--- config.mk ---
export PLATFORM = sky130hd
export DESIGN_NAME = bip2_program_loader
export DESIGN_NICKNAME = d
export VERILOG_FILES = /design/src/rtl/bip2_pkg.sv /design/src/rtl/bip2_program_loader.sv
export SDC_FILE = /design/constraint.sdc
export NUM_CORES = 1
export LEC_CHECK = 0
export ABC_AREA = 1
export ABC_CLOCK_PERIOD_IN_PS = 4460
export CAP_MARGIN = 20
export CELL_PAD_IN_SITES_DETAIL_PLACEMENT = 0
export CELL_PAD_IN_SITES_GLOBAL_PLACEMENT = 1
export CORE_MARGIN = 2
export CORE_UTILIZATION = 27
export CTS_BUF_LIST = sky130_fd_sc_hd__clkbuf_8
export DETAILED_ROUTE_END_ITERATION = 16
export GPL_ROUTABILITY_DRIVEN = 0
export MAX_ROUTING_LAYER = met4
export PLACE_DENSITY = 0.63
export SLEW_MARGIN = 20
export SYNTH_ARGS = -nofsm -noshare
export SYNTH_HDL_FRONTEND = slang
export SYNTH_SLANG_ARGS = --single-unit
--- constraint.sdc ---
create_clock -name clock_in -period 4.46 [get_ports clock_in]
set_input_delay 0.892 -clock clock_in [delete_from_list [all_inputs] [get_ports clock_in]]
set_output_delay 0.892 -clock clock_in [all_outputs]
set_load 0.01 [all_outputs]
--- src/rtl/bip2_pkg.sv ---
// Shared state encoding and default widths for the BIP2 program loader.
package bip2_pkg;
    localparam int DEFAULT_OPERAND_ADDRESS_WIDTH  = 11;
    localparam int DEFAULT_INSTRUCTION_DATA_WIDTH = 16;

    typedef enum logic [1:0] {
        IDLE    = 2'd0,
        LOAD    = 2'd1,
        RELEASE = 2'd2,
        RUN     = 2'd3
    } loader_state_t;
endpackage

--- src/rtl/bip2_program_loader.sv ---
// Streams a program into BIP2 instruction memory while holding the CPU in reset,
// then releases the CPU once the requested number of words has been written.
module bip2_program_loader
    import bip2_pkg::*;
#(
    parameter int OPERAND_ADDRESS_WIDTH  = DEFAULT_OPERAND_ADDRESS_WIDTH,
    parameter int INSTRUCTION_DATA_WIDTH = DEFAULT_INSTRUCTION_DATA_WIDTH
) (
    input  logic                              clock_in,
    input  logic                              reset_in,
    input  logic                              start_in,
    input  logic [OPERAND_ADDRESS_WIDTH:0]    word_count_in,
    input  logic [INSTRUCTION_DATA_WIDTH-1:0] word_in,
    input  logic                              word_valid_in,
    output logic                              word_ready_out,
    output logic [OPERAND_ADDRESS_WIDTH-1:0]  imem_address_out,
    output logic [INSTRUCTION_DATA_WIDTH-1:0] imem_instruction_out,
    output logic                              imem_wr_out,
    output logic                              cpu_reset_out,
    output logic                              busy_out,
    output logic                              done_out,
    output logic                              error_out
);
    localparam int AW = OPERAND_ADDRESS_WIDTH;

    // The count is one bit wider than the address so a full memory image is expressible.
    localparam logic [AW:0] MAX_COUNT = {1'b1, {AW{1'b0}}};
    localparam logic [AW:0] ONE       = {{AW{1'b0}}, 1'b1};

    loader_state_t state;
    logic [AW:0]   count_latched;
    logic [AW:0]   accepted;
    logic [AW:0]   accepted_next;
    logic          count_ok;
    logic          handshake;

    assign count_ok       = (word_count_in != '0) && (word_count_in <= MAX_COUNT);
    assign word_ready_out = (state == LOAD);
    assign handshake      = word_ready_out && word_valid_in;
    assign accepted_next  = accepted + ONE;

    always_ff @(posedge clock_in or negedge reset_in) begin
        if (!reset_in) begin
            state                <= IDLE;
            count_latched        <= '0;
            accepted             <= '0;
            imem_wr_out          <= 1'b0;
            imem_address_out     <= '0;
            imem_instruction_out <= '0;
            cpu_reset_out        <= 1'b0;
            busy_out             <= 1'b0;
            done_out             <= 1'b0;
            error_out            <= 1'b0;
        end else begin
            imem_wr_out <= 1'b0;
            case (state)
                IDLE, RUN: begin
                    if (start_in) begin
                        if (count_ok) begin
                            state         <= LOAD;
                            count_latched <= word_count_in;
                            accepted      <= '0;
                            error_out     <= 1'b0;
                            busy_out      <= 1'b1;
                            done_out      <= 1'b0;
                            cpu_reset_out <= 1'b0;
                        end else begin
                            error_out <= 1'b1;
                        end
                    end
                end
                LOAD: begin
                    // The write lands one cycle after the handshake; the final one
                    // completes during RELEASE, so the counter never wraps into an extra write.
                    if (handshake) begin
                        imem_wr_out          <= 1'b1;
                        imem_address_out     <= accepted[AW-1:0];
                        imem_instruction_out <= word_in;
                        accepted             <= accepted_next;
                        if (accepted_next == count_latched) begin
                            state <= RELEASE;
                        end
                    end
                end
                RELEASE: begin
                    state         <= RUN;
                    busy_out      <= 1'b0;
                    done_out      <= 1'b1;
                    cpu_reset_out <= 1'b1;
                end
                default: begin
                    state <= IDLE;
                end
            endcase
        end
    end
endmodule
=== Word level (Yosys, flattened, before mapping) ===
Index checks and enable logic that the tools add are counted.

* Logic and storage cells: 50
* Output and inout port bits: 33
* Input bits: 32
* Register bits after elaboration: 57

* Order comparisons: 1
* Add/subtract/negate cells: 1
* Muxes and demuxes: 18
* Reductions and logical operators: 13
* Equality and inequality tests: 8

{| class="wikitable"
|+ Operators with widths
! cell !! count
|-
| 2-to-1 mux 12 bit || 3
|-
| case mux 12 bit (2 select lines) || 1
|-
| adder 12 x 1 -> 12 bit (second input constant) || 1
|-
| equality test 12 bit || 1
|-
| <= comparator 12 bit (second input constant) || 1
|-
| nonzero test 12 bit || 1
|-
| 2-to-1 mux 2 bit || 4
|-
| AND reduction 4 bit || 2
|-
| 2-to-1 mux 1 bit || 7
|-
| case mux 2 bit (3 select lines) || 1
|-
| AND reduction 3 bit || 2
|-
| equality test 2 bit (second input constant) || 2
|-
| != test 2 x 1 -> 1 bit (second input constant) || 2
|-
| != test 2 bit (second input constant) || 2
|-
| case mux 1 bit (2 select lines) || 2
|-
| AND reduction 2 bit || 2
|-
| nonzero test 2 bit || 2
|-
| equality test 2 x 1 -> 1 bit (second input constant) || 1
|-
| logical AND 1 bit || 2
|-
| logical NOT 2 bit || 1
|-
| OR reduction 2 bit || 1
|}

=== Logic depth before layout (Yosys ltp) ===
Gate-level depths: netlist (run 1).

* Depth in word-level cells: 5
* Gate-level depth with buffers: 14
* Depth with buffers taken out: 14

=== Worst setup path after synthesis (run 1) ===
Ideal clock, no wire load.

* Kind: input port to flip-flop
* Start: in word_count_in[7]
* End: reg accepted[4]
* Setup slack: 2.423 ns
* Required time: 4.343 ns
* Buffers on the path: 1
* Cell stages on the path: 11
* Arrival time: 1.920 ns
* Setup time: 0.117 ns
* Cell sequence: nor2_1 -> nand2_1 -> nor2_1 -> nand2_1 -> nand2_1 -> a31oi_2 -> a21oi_2 -> o21ai_2 -> buf_4 -> nand2_1 -> nand2_1

* Word-level cells in the longest chain between the ends: 4
* Elaborated cells between the ends (all ways): 5
* Those cells by class: order compare (1); eq/ne (1); reduce/logical (3)

{| class="wikitable"
|+ Ends and longest elaborated chain
! element !! RTL line !! source
|-
| start: declaration || bip2_program_loader.sv:12 || <nowiki>input logic [OPERAND_ADDRESS_WIDTH:0] word_count_in,</nowiki>
|-
| <= comparator 12 bit or nonzero test 12 bit (tied branches) || bip2_program_loader.sv:37 || <nowiki>assign count_ok = (word_count_in != '0) && (word_count_in <= MAX_COUNT);</nowiki>
|-
| logical AND 1 bit * || bip2_program_loader.sv:37 ||
|-
| != test 2 bit (no source line) * || - ||
|-
| AND reduction 4 bit (no source line) * || - ||
|-
| end signal: assignment || bip2_program_loader.sv:79 || <nowiki>accepted <= accepted_next;</nowiki>
|-
| end: declaration || bip2_program_loader.sv:32 || <nowiki>logic [AW:0] accepted;</nowiki>
|}

Mark *: on every way between the ends. The rest lies on a longest branch, timed or not.
A chain may end at the register's enable or synchronous reset.

=== Worst setup path after layout (run 1) ===
* Start: in word_count_in[9]
* End: reg accepted[2]

Same word-level chain as after synthesis.

==> results by group, run 1 <==
Drt
  • Met2 Routed Length: 2850 um
  • Initial DRC count: 139
  • Routed met3 length: 399 um
  • Wirelength per Cell: roughly 12 um
  • Met1 WL: 3400 um
  • Vias per inst: 4.22
  • DR DRC count: 0
  • Final WL: roughly 6700 um
  • Detail Route Antenna Nets: 0
  • Uppermost layer routed: met4
  • Vias: 2429
  • DRT Pass-1 Iters: 4

Placement
  • DP Wirelength: 4850 um
  • Place WS: 1.45 ns
  • Placement Cell Area: 0.00356 mm^2
  • IO Port Bufs: 64

Floorplanning
  • Top Ports: 65
  • Site row count: 37
  • Starting Density: 0.274
  • Die X-Extent: ~110 um
  • Die H: between 100 and 150 um
  • Core area: 0.0101 mm^2
  • Die Area: between 0.01 and 0.015 mm^2

Synthesis
  • Post-synthesis sequential area ratio: 0.514
  • Fraction of registers with async set/reset: 1.00
  • Largest family of logic cells by synthesized area: simple AND/OR/NAND/NOR gates
  • Cells after Synth: 366
  • Simple-gate share of the synthesized area: 0.348
  • Mux contribution to synthesized area: 0
  • Synth top area share: 0.514
  • Synth top area cells: dfrtp_1, nand2_1, nand3_1
  • Syn_nets: 402
  • Synth Register Bits: 57
  • Area leader, netlist: dfrtp_1
  • Warnings from Yosys: 0
  • Avg Inst Size Synth: 7.59 um^2
  • Mapped Area: around 0.0028 mm^2
  • Synth Area in XOR/XNOR: 0
  • Compound-Gate Fraction of Synth Area: 0.0604
  • Yosys cell types: 22
  • Number of synthesized flops with an enable pin: 0
  • Top FF cell, synth: dfrtp_1
  • Synth Area in Adders: 0.0180

Layout
  • Filler cells: 1082
  • Storage cell area: between 0.001 and 0.0015 mm^2
  • Diodes inserted: 0
  • Area growth syn-to-layout: 35.1%
  • Multi-input logic area: about 0.0012 mm^2
  • Share of cells above drive strength 1: 0.0752
  • Post-route cell area: approximately 0.0038 mm^2
  • Nets@finish: 470

GRT
  • Vias in the first global route: 2402
  • Largest net degree at the start of global routing: 58
  • All-Layer GR Usage: 0.134
  • Gr ovfl total: 0
  • Initial antenna violation count: 0
  • First-pass GRT wire length: around 12000 um

STA
  • F_max: 381 MHz
  • Sum of negative setup slack: 0 ns
  • RSZ-0062 raised after global routing: false
  • Minimum clock period: 2.63 ns
  • Final Cycle Share: 0.589
  • Final worst-path setup slack: approximately 1.8 ns
  • Relative slew slack: 0.404
  • Max Slew Vio Count: 0
  • Final hold violation count: 0
  • Slew @ Worst Pin: 0.891 ns
  • Final Skew: just under 0.01 ns
  • Final setup violation count: 0

Setup path
  • Kind of critical path: in -> reg
  • Worst setup SP type: input port
  • Worst R2R Path Depth: 7
  • CP Max Fanout: 12
  • Critical Path AT: 2.90 ns
  • CP startpoint: word_count_in[9]
  • CP peak stage delay: a little over 0.7 ns
  • R2R setup slack: approximately 2.3 ns
  • Worst endpoint required time: 4.74 ns
  • Reg-to-Reg Start: state[1]
  • Critical-path cell list: clkdlybuf4s50_1, nor3_1, nand2_1, nand2_1, a31oi_2, nor2_1, nand3_1, nand2_1
  • R2R Path End: accepted[2]
  • Crit path top cell by count: nand2_1
  • Critical path's slowest cell: nor2_1
  • Worst Setup End Kind: flip-flop

Power
  • Overall power: 2.04 mW
  • Pwr per Cell Area: 544 mW/mm^2
  • Peak supply drop: 0.186 mV
  • Leakage power: 1.75 nW

Hold path
  • Hold path endpoint: imem_instruction_out[9]
  • Worst hold stages: 2
  • Min-delay src: imem_instruction_out[9]
  • Min-delay worst type: reg -> reg

Clocking
  • TritonCTS clock tree: yes
  • Cts repair resizes: 0
  • CTS buffer count: 9
  • Post-CTS Setup Repair Bufs: 0
  • Clock sinks: 57
  • H-Tree Depth: 3
  • Clock root buffer: clkbuf_8
  • Worst skew pair latency: around 0.34 ns
  • Max Buffers Root-to-Sink: 2
  • Worst-path clk slew: 0.08 ns
  • CTS Hold Buffers Added: 0

Outcome
  • Status: complete, no violations

Run
  • Max_cap viols: 0
==> logic make-up (layout without fill, tap and decap cells) <==
| logic type | count (synthesis) | after routing |
|---|---|---|
| flops | 57 | 57 |
| compound gates | 30 | 30 |
| fa+ha+maj | 4 | 4 |
| buf+inv | 41 | 114 |
| simple gates | 234 | 234 |
==> routing by layer <==
| layer | GRT usage | vias up |
|---|---|---|
| met5 | - | - |
| met4 | 0.0505 | 0 |
| met3 | 0.0371 | 6 |
| met2 | 0.203 | 73 |
| met1 | 0.172 | 1067 |
| li1 | - | 1283 |
==> cell usage in the layout, fill, tap and decap left out, drive strengths merged <==
master	Yosys	final
nand4	1	1
bufinv	0	1
clkbuf	5	9
nand3b	3	3
a21oi	3	3
o21ai	25	25
clkinv	1	4
nand2	178	178
clkinvlp	0	3
a31oi	1	1
nor2	24	24
buf	5	4
nor3	1	1
o21bai	1	1
inv	30	30
nand3	27	27
ha	4	4
clkdlybuf4s50	0	63
dfrtp	57	57
==> flip-flops by register name, summed over array words and instances (netlist names) <==
signal                count
accepted                 12
busy_out                  1
count_latched            12
done_out                  1
error_out                 1
imem_address_out         11
imem_instruction_out     16
imem_wr_out               1
state                     2
==> worst max-delay path, delay by kind of cell <==
kind / cells / cell delay (ns)
and+or+nand+nor: 6 / 1.44
AOI/OAI and AO/OA: 1 / 0.15
buffers and inverters: 1 / 0.42
==> cell usage after synthesis, types with 2 or more instances <==
master    number
clkbuf_1       5
buf_2          3
nor2_4         3
nor2_1        18
o21ai_0       24
buf_4          2
a21oi_1        2
nand2_1      174
ha_1           4
inv_1         30
dfrtp_1       57
nor2_2         3
nand3b_1       3
nand2_2        4
nand3_1       27
==> cell type report <==
cell class,count,area share
clock buffers,9,0.0330
clock inverters,7,0.0190
inverters,31,0.0310
multi-input cells,268,0.316
flip-flops and latches,57,0.380
well taps,136,0.0454
repair buffers,67,0.175
==> report_power, final <==
| part | internal, mW | total (mW) | leakage (nW) | switching (mW) |
|---|---|---|---|---|
| Clock | 0.256 | 0.478 | 0.0912 | 0.222 |
| Sequential | 0.674 | 0.762 | 0.740 | 0.0880 |
| Combinational | 0.356 | 0.801 | 0.921 | 0.445 |
==> per-stage QoR <==
step                hold WS [ns]   util  cells
floorplan                  0.455      -    366
global placement           0.462  0.351    559
detailed placement         0.469  0.351    559
CTS                        0.484  0.370    575
global route               0.502  0.370    575
finish                     0.479  0.370    575
==> how the worst max path moves through the flow <==
stage / end / slack (ns) / cells after the start
finish: accepted[2] / 1.83 / 8
global route: accepted[4] / 1.63 / 10
CTS: word_ready_out / 1.83 / 3
detailed placement: accepted[2] / 1.45 / 8
global placement: accepted[2] / 1.50 / 10
floorplan: accepted[4] / 2.42 / 11
No activity file was read; power rests on OpenSTA's default activity.
==> run 2, diff against run 1 <==
- ABC_CLOCK_PERIOD_IN_PS: 4460 -> 2600
- clock period: 4.46 -> 2.6 ns (I/O delays scaled with it)
==> results by group, run 2 (same netlist as run 1, synthesis figures left out) <==
Layout
  • Area growth syn-to-layout: 34.7%
  • Largest register FFs: 16
  • Nets@finish: 470
  • Share of cells above drive strength 1: 0.0752
  • Storage cell area: between 0.001 and 0.0015 mm^2
  • Filler cells: ~1100
  • Largest regs: imem_instruction_out (16), accepted (12), count_latched (12)
  • Diodes inserted: 0
  • Most frequent cells in the layout: nand2_1, clkdlybuf4s50_1, dfrtp_1
  • Most common cell after layout, fill and taps aside: nand2_1
  • Biggest register: imem_instruction_out
  • Multi-input logic area: roughly 0.0012 mm^2
  • Cell Count, Final, Fillers Out: 575

Clocking
  • Cts repair resizes: 0
  • CTS Hold Buffers Added: 0
  • Clock root buffer: clkbuf_8
  • Clock sinks: between 50 and 60
  • TritonCTS clock tree: yes
  • CTS buffer count: 9
  • Worst skew pair latency: 0.35 ns
  • Max Buffers Root-to-Sink: 2
  • Post-CTS Setup Repair Bufs: 0
  • Worst-path clk slew: 0.07 ns
  • H-Tree Depth: 3

Setup path
  • CP Max Fanout: 5
  • Worst Setup End Kind: primary output
  • Critical Path AT: between 1.5 and 2 ns
  • Worst endpoint required time: 2.08 ns
  • Worst setup SP type: flip-flop
  • Worst R2R Path Depth: 7
  • Kind of critical path: reg -> out
  • R2R setup slack: 0.61 ns

STA
  • Relative slew slack: 0.457
  • Slew @ Worst Pin: between 0.8 and 0.9 ns
  • RSZ-0062 raised after global routing: false
  • Final Skew: 0.0132 ns
  • F_max: ~450 MHz
  • Final setup violation count: 0
  • Final Cycle Share: 0.855
  • Sum of negative setup slack: 0 ns
  • Max Slew Vio Count: 0
  • Minimum clock period: 2.22 ns
  • Final hold violation count: 0

Drt
  • Final WL: 6430 um
  • Initial DRC count: approximately 130
  • DRT Pass-1 Iters: 4
  • Vias per inst: around 4.1
  • DR DRC count: 0
  • Vias: 2382
  • Detail Route Antenna Nets: 0
  • Wirelength per Cell: 11.2 um

Placement
  • DP Wirelength: 4830 um
  • IO Port Bufs: 64
  • Placed cells: 559

Floorplanning
  • Site row count: 37
  • Starting Density: 0.274
  • Core area: about 0.010 mm^2
  • Top Ports: 65
  • Die Area: between 0.01 and 0.015 mm^2
  • Die H: 105 um
  • Die X-Extent: 105 um

GRT
  • Vias in the first global route: 2304
  • Initial antenna violation count: 0
  • All-Layer GR Usage: 0.132
  • Largest net degree at the start of global routing: 38
  • First-pass GRT wire length: 11100 um
  • Gr ovfl total: 0

Hold path
  • Min-delay worst type: in -> async

Power
  • Leakage power: 1.75 nW
  • Peak supply drop: 0.319 mV
  • Pwr per Cell Area: 905 mW/mm^2

Run
  • Max_cap viols: 0

Outcome
  • Status: complete, no violations
[run 2: cell types whose count changed in the layout (fill, tap and decap cells not counted), sizes merged]
cell | before | now
clkinvlp | 3 | 2
clkinv | 4 | 6
bufinv | 1 | 0
[run 2: worst max-delay path, stage by stage (launching register included)]
cell	delay [ns]
dfrtp_1	0.40
inv_1	0.08
ha_1	0.29
clkdlybuf4s50_1	0.58
[run 2: through the flow]
stage	area [um^2]	total power, mW	hold WS [ns]	utilization	worst slack [ns]
global placement	3570	2.70	0.463	0.352	0.0790
detailed placement	3570	2.71	0.470	0.352	0.00993
finish	3740	3.38	0.190	0.369	0.377
CTS	3740	3.44	0.204	0.369	0.332
global route	3740	3.70	0.230	0.369	0.200
floorplan	2780	2.13	0.224	-	0.935
[run 2: worst paths after layout]
check / startpoint / endpoint
worst min register to register: imem_instruction_out[12] / imem_instruction_out[12]
worst max-delay path: state[1] / word_ready_out
min in group clock_in: imem_instruction_out[12] / imem_instruction_out[12]
max in group asynchronous: reset_in / imem_address_out[0]
worst max register to register: state[0] / accepted[4]
worst min-delay path: reset_in / accepted[11]
[run 2: power by group]
group	switching (mW)	leakage (nW)	internal (mW)	total, mW
logic	0.742	0.926	0.612	1.35
registers	0.150	0.740	1.16	1.31
clock network	0.382	0.0850	0.342	0.724
total	1.27	1.75	2.11	3.38
[run 2: cell type report]
cell class,instances,share of cell area
flip-flops and latches,57,0.381
multi-input cells,268,0.317
repair buffers,67,0.179
well taps,136,0.0455
clock buffers,9,0.0331
inverters,31,0.0311
clock inverters,7,0.0127
[run 2: metal layers]
layer	GRT usage	routed length, um	share of wire
met1	0.178	3330	0.52
met2	0.181	2580	0.40
met3	0.0427	378	0.059
met4	0.0600	138	0.021
met5	-	0	0
